### config.mk
export PLATFORM = sky130hd
export DESIGN_NAME = mod_counter
export DESIGN_NICKNAME = d
export VERILOG_FILES = /design/src/rtl/counter_pkg.sv /design/src/rtl/mod_counter.sv
export SDC_FILE = /design/constraint.sdc
export NUM_CORES = 1
export LEC_CHECK = 0
export ABC_AREA = 1
export CORE_AREA = 2 2 43 45
export DETAILED_ROUTE_END_ITERATION = 6
export DIE_AREA = 0 0 45 47
export SYNTH_ARGS = -nofsm -noshare
export SYNTH_HDL_FRONTEND = slang
export SYNTH_SLANG_ARGS = --single-unit
### constraint.sdc
create_clock -name clk -period 1.3 [get_ports clk]
set_input_delay 0.195 -clock clk [delete_from_list [all_inputs] [get_ports clk]]
set_output_delay 0.195 -clock clk [all_outputs]
set_load 0.05 [all_outputs]
### src/rtl/counter_pkg.sv
// ----------------------------------------------------------------------------
// counter_pkg
//  Shared definitions for the modulo/saturating counter family.
//  - DIR_UP / DIR_DOWN : values of the direction input.
//  - clamp_to_max      : limits a value to an upper bound (used on load).
// ----------------------------------------------------------------------------
package counter_pkg;

    localparam logic DIR_UP   = 1'b1;
    localparam logic DIR_DOWN = 1'b0;

    // 32-bit wide so any counter up to 32 bits can share one helper.
    function automatic logic [31:0] clamp_to_max(input logic [31:0] value,
                                                 input logic [31:0] max);
        return (value > max) ? max : value;
    endfunction

endpackage

### src/rtl/mod_counter.sv
// ----------------------------------------------------------------------------
// mod_counter
//  Parametrised modulo up/down counter counting 0..MAX with enable, direction,
//  synchronous parallel load and a registered wrap pulse.
//
//  Parameters
//    WIDTH  counter width in bits (>= 1, <= 32)
//    MAX    terminal value, count range 0..MAX (MAX <= 2**WIDTH-1)
//
//  Ports
//    clk     in   rising-edge clock
//    rstn    in   synchronous reset, active HIGH (1 = reset)
//    en      in   count enable
//    up      in   direction: 1 = increment, 0 = decrement
//    load    in   synchronous load strobe (beats en)
//    din     in   load value, clamped to MAX
//    out     out  current count (registered)
//    wrap    out  one-cycle pulse: previous edge wrapped (or saturated)
//    at_max  out  out == MAX (combinational)
//    at_min  out  out == 0   (combinational)
//
//  Configuration
//    MOD_COUNTER_SATURATE_EN  defined: hold at the limits instead of wrapping;
//                             wrap then flags every enabled edge attempted at
//                             a limit. Undefined: modulo wrap-around.
// ----------------------------------------------------------------------------
module mod_counter
    import counter_pkg::*;
#(
    parameter int unsigned WIDTH = 4,
    parameter int unsigned MAX   = (1 << WIDTH) - 1
) (
    input  logic             clk,
    input  logic             rstn,
    input  logic             en,
    input  logic             up,
    input  logic             load,
    input  logic [WIDTH-1:0] din,
    output logic [WIDTH-1:0] out,
    output logic             wrap,
    output logic             at_max,
    output logic             at_min
);

    localparam logic [WIDTH-1:0] MaxVal = WIDTH'(MAX);
    localparam logic [WIDTH-1:0] One    = WIDTH'(1);

    logic [WIDTH-1:0] out_q, out_d;
    logic             wrap_q, wrap_d;

    // Limits are detected by compare, not carry-out, so any MAX works.
    always_comb begin
        out_d  = out_q;
        wrap_d = 1'b0;
        if (load) begin
            out_d = WIDTH'(clamp_to_max(32'(din), 32'(MAX)));
        end else if (en) begin
            if (up == DIR_UP) begin
                if (out_q == MaxVal) begin
`ifdef MOD_COUNTER_SATURATE_EN
                    out_d = MaxVal;
`else
                    out_d = '0;
`endif
                    wrap_d = 1'b1;
                end else begin
                    out_d = out_q + One;
                end
            end else begin
                if (out_q == '0) begin
`ifdef MOD_COUNTER_SATURATE_EN
                    out_d = '0;
`else
                    out_d = MaxVal;
`endif
                    wrap_d = 1'b1;
                end else begin
                    out_d = out_q - One;
                end
            end
        end
    end

    always_ff @(posedge clk) begin
        if (rstn) begin
            out_q  <= '0;
            wrap_q <= 1'b0;
        end else begin
            out_q  <= out_d;
            wrap_q <= wrap_d;
        end
    end

    assign out    = out_q;
    assign wrap   = wrap_q;
    assign at_max = (out_q == MaxVal);
    assign at_min = (out_q == '0);

endmodule
=== Word-level counts from Yosys, hierarchy flattened ===
Cells that the tools add are included.

* Register bits: 5
* Input bits: 9
* Output and inout port bits: 7
* Logic and storage cells: 17

* $add $sub $neg: 2
* Eq/ne operators: 1
* Mux-type cells: 8
* Bitwise gates (word level): 1
* Reductions and logical operators: 3

{| class="wikitable"
|+ Operators by type and width
! kind !! number
|-
| 2-to-1 mux 4 bit || 5
|-
| adder 4 x 1 -> 4 bit (second input constant) || 1
|-
| equality test 4 bit (second input constant) || 1
|-
| logical NOT 4 bit || 1
|-
| subtractor 4 x 1 -> 4 bit (second input constant) || 1
|-
| 2-to-1 mux 1 bit || 3
|-
| OR reduction 3 bit || 1
|-
| nonzero test 2 bit || 1
|-
| inverter 1 bit || 1
|}

=== Logic depth before layout (Yosys ltp) ===
* Word-level depth: 5
* Depth in mapped cells: 8
* Depth with buffers taken out: 8

=== Least setup slack after synthesis ===
No wires, ideal clock.

* Path type: reg2reg
* From: register out_q[0] (netlist: out[0])
* To: register out_q[0] (netlist: out[0])
* Setup time: 68 ps
* Arrival time: 1,963 ps
* Data required time: 1,232 ps
* Slack: -731 ps
* Stages on the path, launching flop included: 9
* Path buffers: 0
* Period minus slack after synthesis: 2,031 ps
* Cells stage by stage: dfxtp_1 inv_1 ha_1 inv_1 nor3_2 nand2_1 o21ai_1 nand2_1 o21ai_2

* Cells in the longest elaborated chain, start to end: 5
* Elaborated cells on any way between the ends: 9
* Classes of those cells: add/sub (2); eq/ne (1); mux (5); reduce/logical (1)

{| class="wikitable"
|+ Ends and longest elaborated chain
! what !! RTL line !! source
|-
| start, declared || mod_counter.sv:48 || <nowiki>logic [WIDTH-1:0] out_q, out_d;</nowiki>
|-
| start signal, assigned || mod_counter.sv:89 || <nowiki>out_q <= out_d;</nowiki>
|-
| logical NOT 4 bit || -- ||
|-
| via at_min || mod_counter.sv:42 || <nowiki>output logic at_min</nowiki>
|-
| 2-to-1 mux 4 bit || mod_counter.sv:70 || <nowiki>if (out_q == '0) begin</nowiki>
|-
| 2-to-1 mux 4 bit || mod_counter.sv:58 || <nowiki>if (up == DIR_UP) begin</nowiki>
|-
| 2-to-1 mux 4 bit || mod_counter.sv:57 || <nowiki>end else if (en) begin</nowiki>
|-
| 2-to-1 mux 4 bit || mod_counter.sv:55 || <nowiki>if (load) begin</nowiki>
|}

The timed path passes the listed nets, and every way through them passes these cells. The select of a mux whose other input is x is not followed.
A chain may end at the register's enable or synchronous reset.

=== Worst setup path after layout ===
* From: register out_q[0] (netlist: out[0])
* To: output port at_min

* Cells in the longest elaborated chain, start to end: 1

{| class="wikitable"
|+ Ends and longest elaborated chain
! what !! RTL line !! source
|-
| logical NOT 4 bit || mod_counter.sv:97 || <nowiki>assign at_min = (out_q == '0);</nowiki>
|-
| end, declared || mod_counter.sv:42 ||
|}

No other way between the ends.

==> impl_metrics.json <==
{
  "p_leak_nw": 0.359,
  "die_x_um": 45,
  "place_congestion": 0.733,
  "violations": "setup timing",
  "syn_to_final_growth_pct": 111,
  "routedWlPerCell_um": 10.4,
  "tightest_slew_ns": 0.269,
  "startpoint_type": "flop",
  "grt_max_degree": 9,
  "numCtsBuffers": 3,
  "postCtsHoldBufs": 0,
  "core_um2": 1650,
  "yosys_warnings": 0,
  "worstPathArrival_ns": 1.18,
  "ir_drop_mv": 0.383,
  "pin_count": 16,
  "synth_top_area_share_pct": 25.7,
  "initial_core_util_pct": 23.6,
  "synthesis.nets": 71,
  "syn_area_per_cell_um2": 6.49,
  "drv_slew": 0,
  "setup_slack_ns": -0.0737,
  "drtIter0Drc": 11,
  "antenna_found_initial": 0,
  "finalCoreUtilization_pct": 49.6,
  "place_hpwl_um": 787,
  "drv_cap": 0,
  "final-setup-viol-count": 2,
  "required_ns": 1.11,
  "clk_latency_ns": 0.25,
  "viasPerCell": 4.53,
  "min_period_over_period_pct": 106,
  "track_usage_pct": 11.6,
  "finalHoldViolCount": 0,
  "ys_ff_latch": 5,
  "post-route-drc-count": 0,
  "worst_clock_skew_ns": 0.00333,
  "pre_cts_slack_ns": -0.0208,
  "grt_first_pass_wirelength_um": 1720,
  "fillers": 159,
  "std_cell_rows": 15,
  "status": "complete, but fails checks",
  "fmax_mhz": 728,
  "clock_path_buffers": 2,
  "clock_sinks": 5,
  "syn_inst": 60,
  "hold_class": "in2reg",
  "ant_nets": 0,
  "maxSlewHeadroom_pct": 82.1,
  "drive_gt1_share_pct": 45.7,
  "synth_area_leaders": "dfxtp_1 26%, nand2_1 15%, inv_1 12%, ha_1 6.4%, nand3_1 6.4%",
  "root_buffer": "clkbuf_4",
  "seq_area_frac_synth_pct": 25.7,
  "cp_max_fo": 3,
  "wl_um": 1140,
  "cts_tree": "done",
  "die_y_um": 47,
  "synthDistinctLibCells": 20,
  "syn_area_um2": 389,
  "cp-end-kind": "output pin",
  "grt_pass1_vias": 422,
  "path_clk_slew_ns": 0.04,
  "rsz0062_at_grt": "true",
  "h-tree-depth": 1,
  "power_density_nw_per_um2": 862,
  "port-buffer-count": 15,
  "vias": 494,
  "synth_largest_area_cell": "dfxtp_1",
  "first_pass_iters": 4,
  "final_nets": 104,
  "gr-total-overflow": 0,
  "diodes": 0,
  "crit_type": "reg2out",
  "die_area_um2": 2120,
  "finalCriticalPeriod_ns": 1.37
}
[where the power goes]
group	switching (mW)	internal (mW)	leakage, nW
sequential	0.0276	0.166	0.0431
clock	0.0704	0.116	0.0150
combinational	0.152	0.175	0.301
[logic make-up after synthesis]
logic type      share of synthesized area [%]
simple gates                             33.8
buf+inv                                  12.5
compound gates                           19.3
flops                                    25.7
fa+ha+maj                                6.43
xor+xnor                                 2.25
[sequential cells by signal, indices dropped and copies added, names as in the netlist]
name / count
out: 4
wrap: 1
[layout by cell type (no fill, tap or decap)]
cell and instances:
nor2_1 2, nand2_4 1, buf_12 7, buf_6 1, dfxtp_2 2, a21oi_1 1, o21ai_2 2, a21oi_2 2
buf_4 12, ha_2 1, inv_4 3, nand3_4 1, nor2_2 1, clkbuf_1 1, inv_1 8, dfxtp_4 2
clkbuf_4 3, a31oi_1 1, nor3_4 1, xnor2_1 1, o211ai_1 1, clkdlybuf4s50_1 8, ha_4 1, inv_2 1
dfxtp_1 1, nand4_1 2, nand2_1 15, clkinvlp_4 1, o21ai_0 2, a22oi_1 2, nand3_1 5
[per-layer routing]
metal	part of all wire [%]	vias up	track usage (%)	wire, um
li1	-	259	-	-
met1	42	216	14.1	483
met2	50	17	18.0	569
met3	5.7	2	2.69	65
met4	1.7	0	8.82	19
met5	0	-	0	0
[synthesized netlist by cell type, drive strengths merged]
| cell type | instances |
|---|---|
| o21ai | 4 |
| nor3 | 1 |
| a22oi | 2 |
| a31oi | 1 |
| dfxtp | 5 |
| nor2 | 3 |
| nand2 | 16 |
| nand4 | 2 |
| o211ai | 1 |
| ha | 2 |
| inv | 13 |
| xnor2 | 1 |
| a21oi | 3 |
| nand3 | 6 |
[final cells by class]
type	count	area [um2]	share of cell area (%)
clock buffer	4	26.3	3.21
timing repair buffer	28	322	39.2
sequential	5	110	13.4
tap	17	21.3	2.60
inverter	13	60.1	7.33
multi-input combinational	42	280	34.2
[stage by stage]
stage | std cells | setup TNS, ns | cell area, um2 | total power, mW | hold slack, ns
6_report | 109 | -0.144 | 820 | 0.706 | 0.518
5_1_grt | 109 | -0.335 | 820 | 0.753 | 0.530
4_1_cts | 108 | -0.134 | 797 | 0.692 | 0.521
3_5_place_dp | 97 | -0.0208 | 706 | 0.467 | 0.549
3_3_place_gp | 97 | -0.0291 | 706 | 0.465 | 0.544
2_1_floorplan | 60 | -0.464 | 427 | 0.334 | 0.255
[worst max-delay path: stages, from the launching register on]
cell	delay, ns
dfxtp_4	0.35
inv_4	0.06
ha_4	0.14
inv_4	0.04
nor3_4	0.17
buf_12	0.17
[path summary, 6_finish.rpt]
path | slack [ns] | from | cells after the start | endpoint
max | -0.07 | out[0] | 5 | at_min
min reg2reg | 0.66 | out[1] | 3 | out[1]
min | 0.52 | din[1] | 3 | out[1]
max reg2reg | 0.05 | out[0] | 8 | wrap
[repair_timing]
action / 4_1_cts / 5_1_grt
pin swaps: 2 / 2
gates resized for setup: 3 / 4
buffers inserted: 7 / 1
endpoints found under the setup margin: 2 / 5
(Power assumes the default switching activity.)
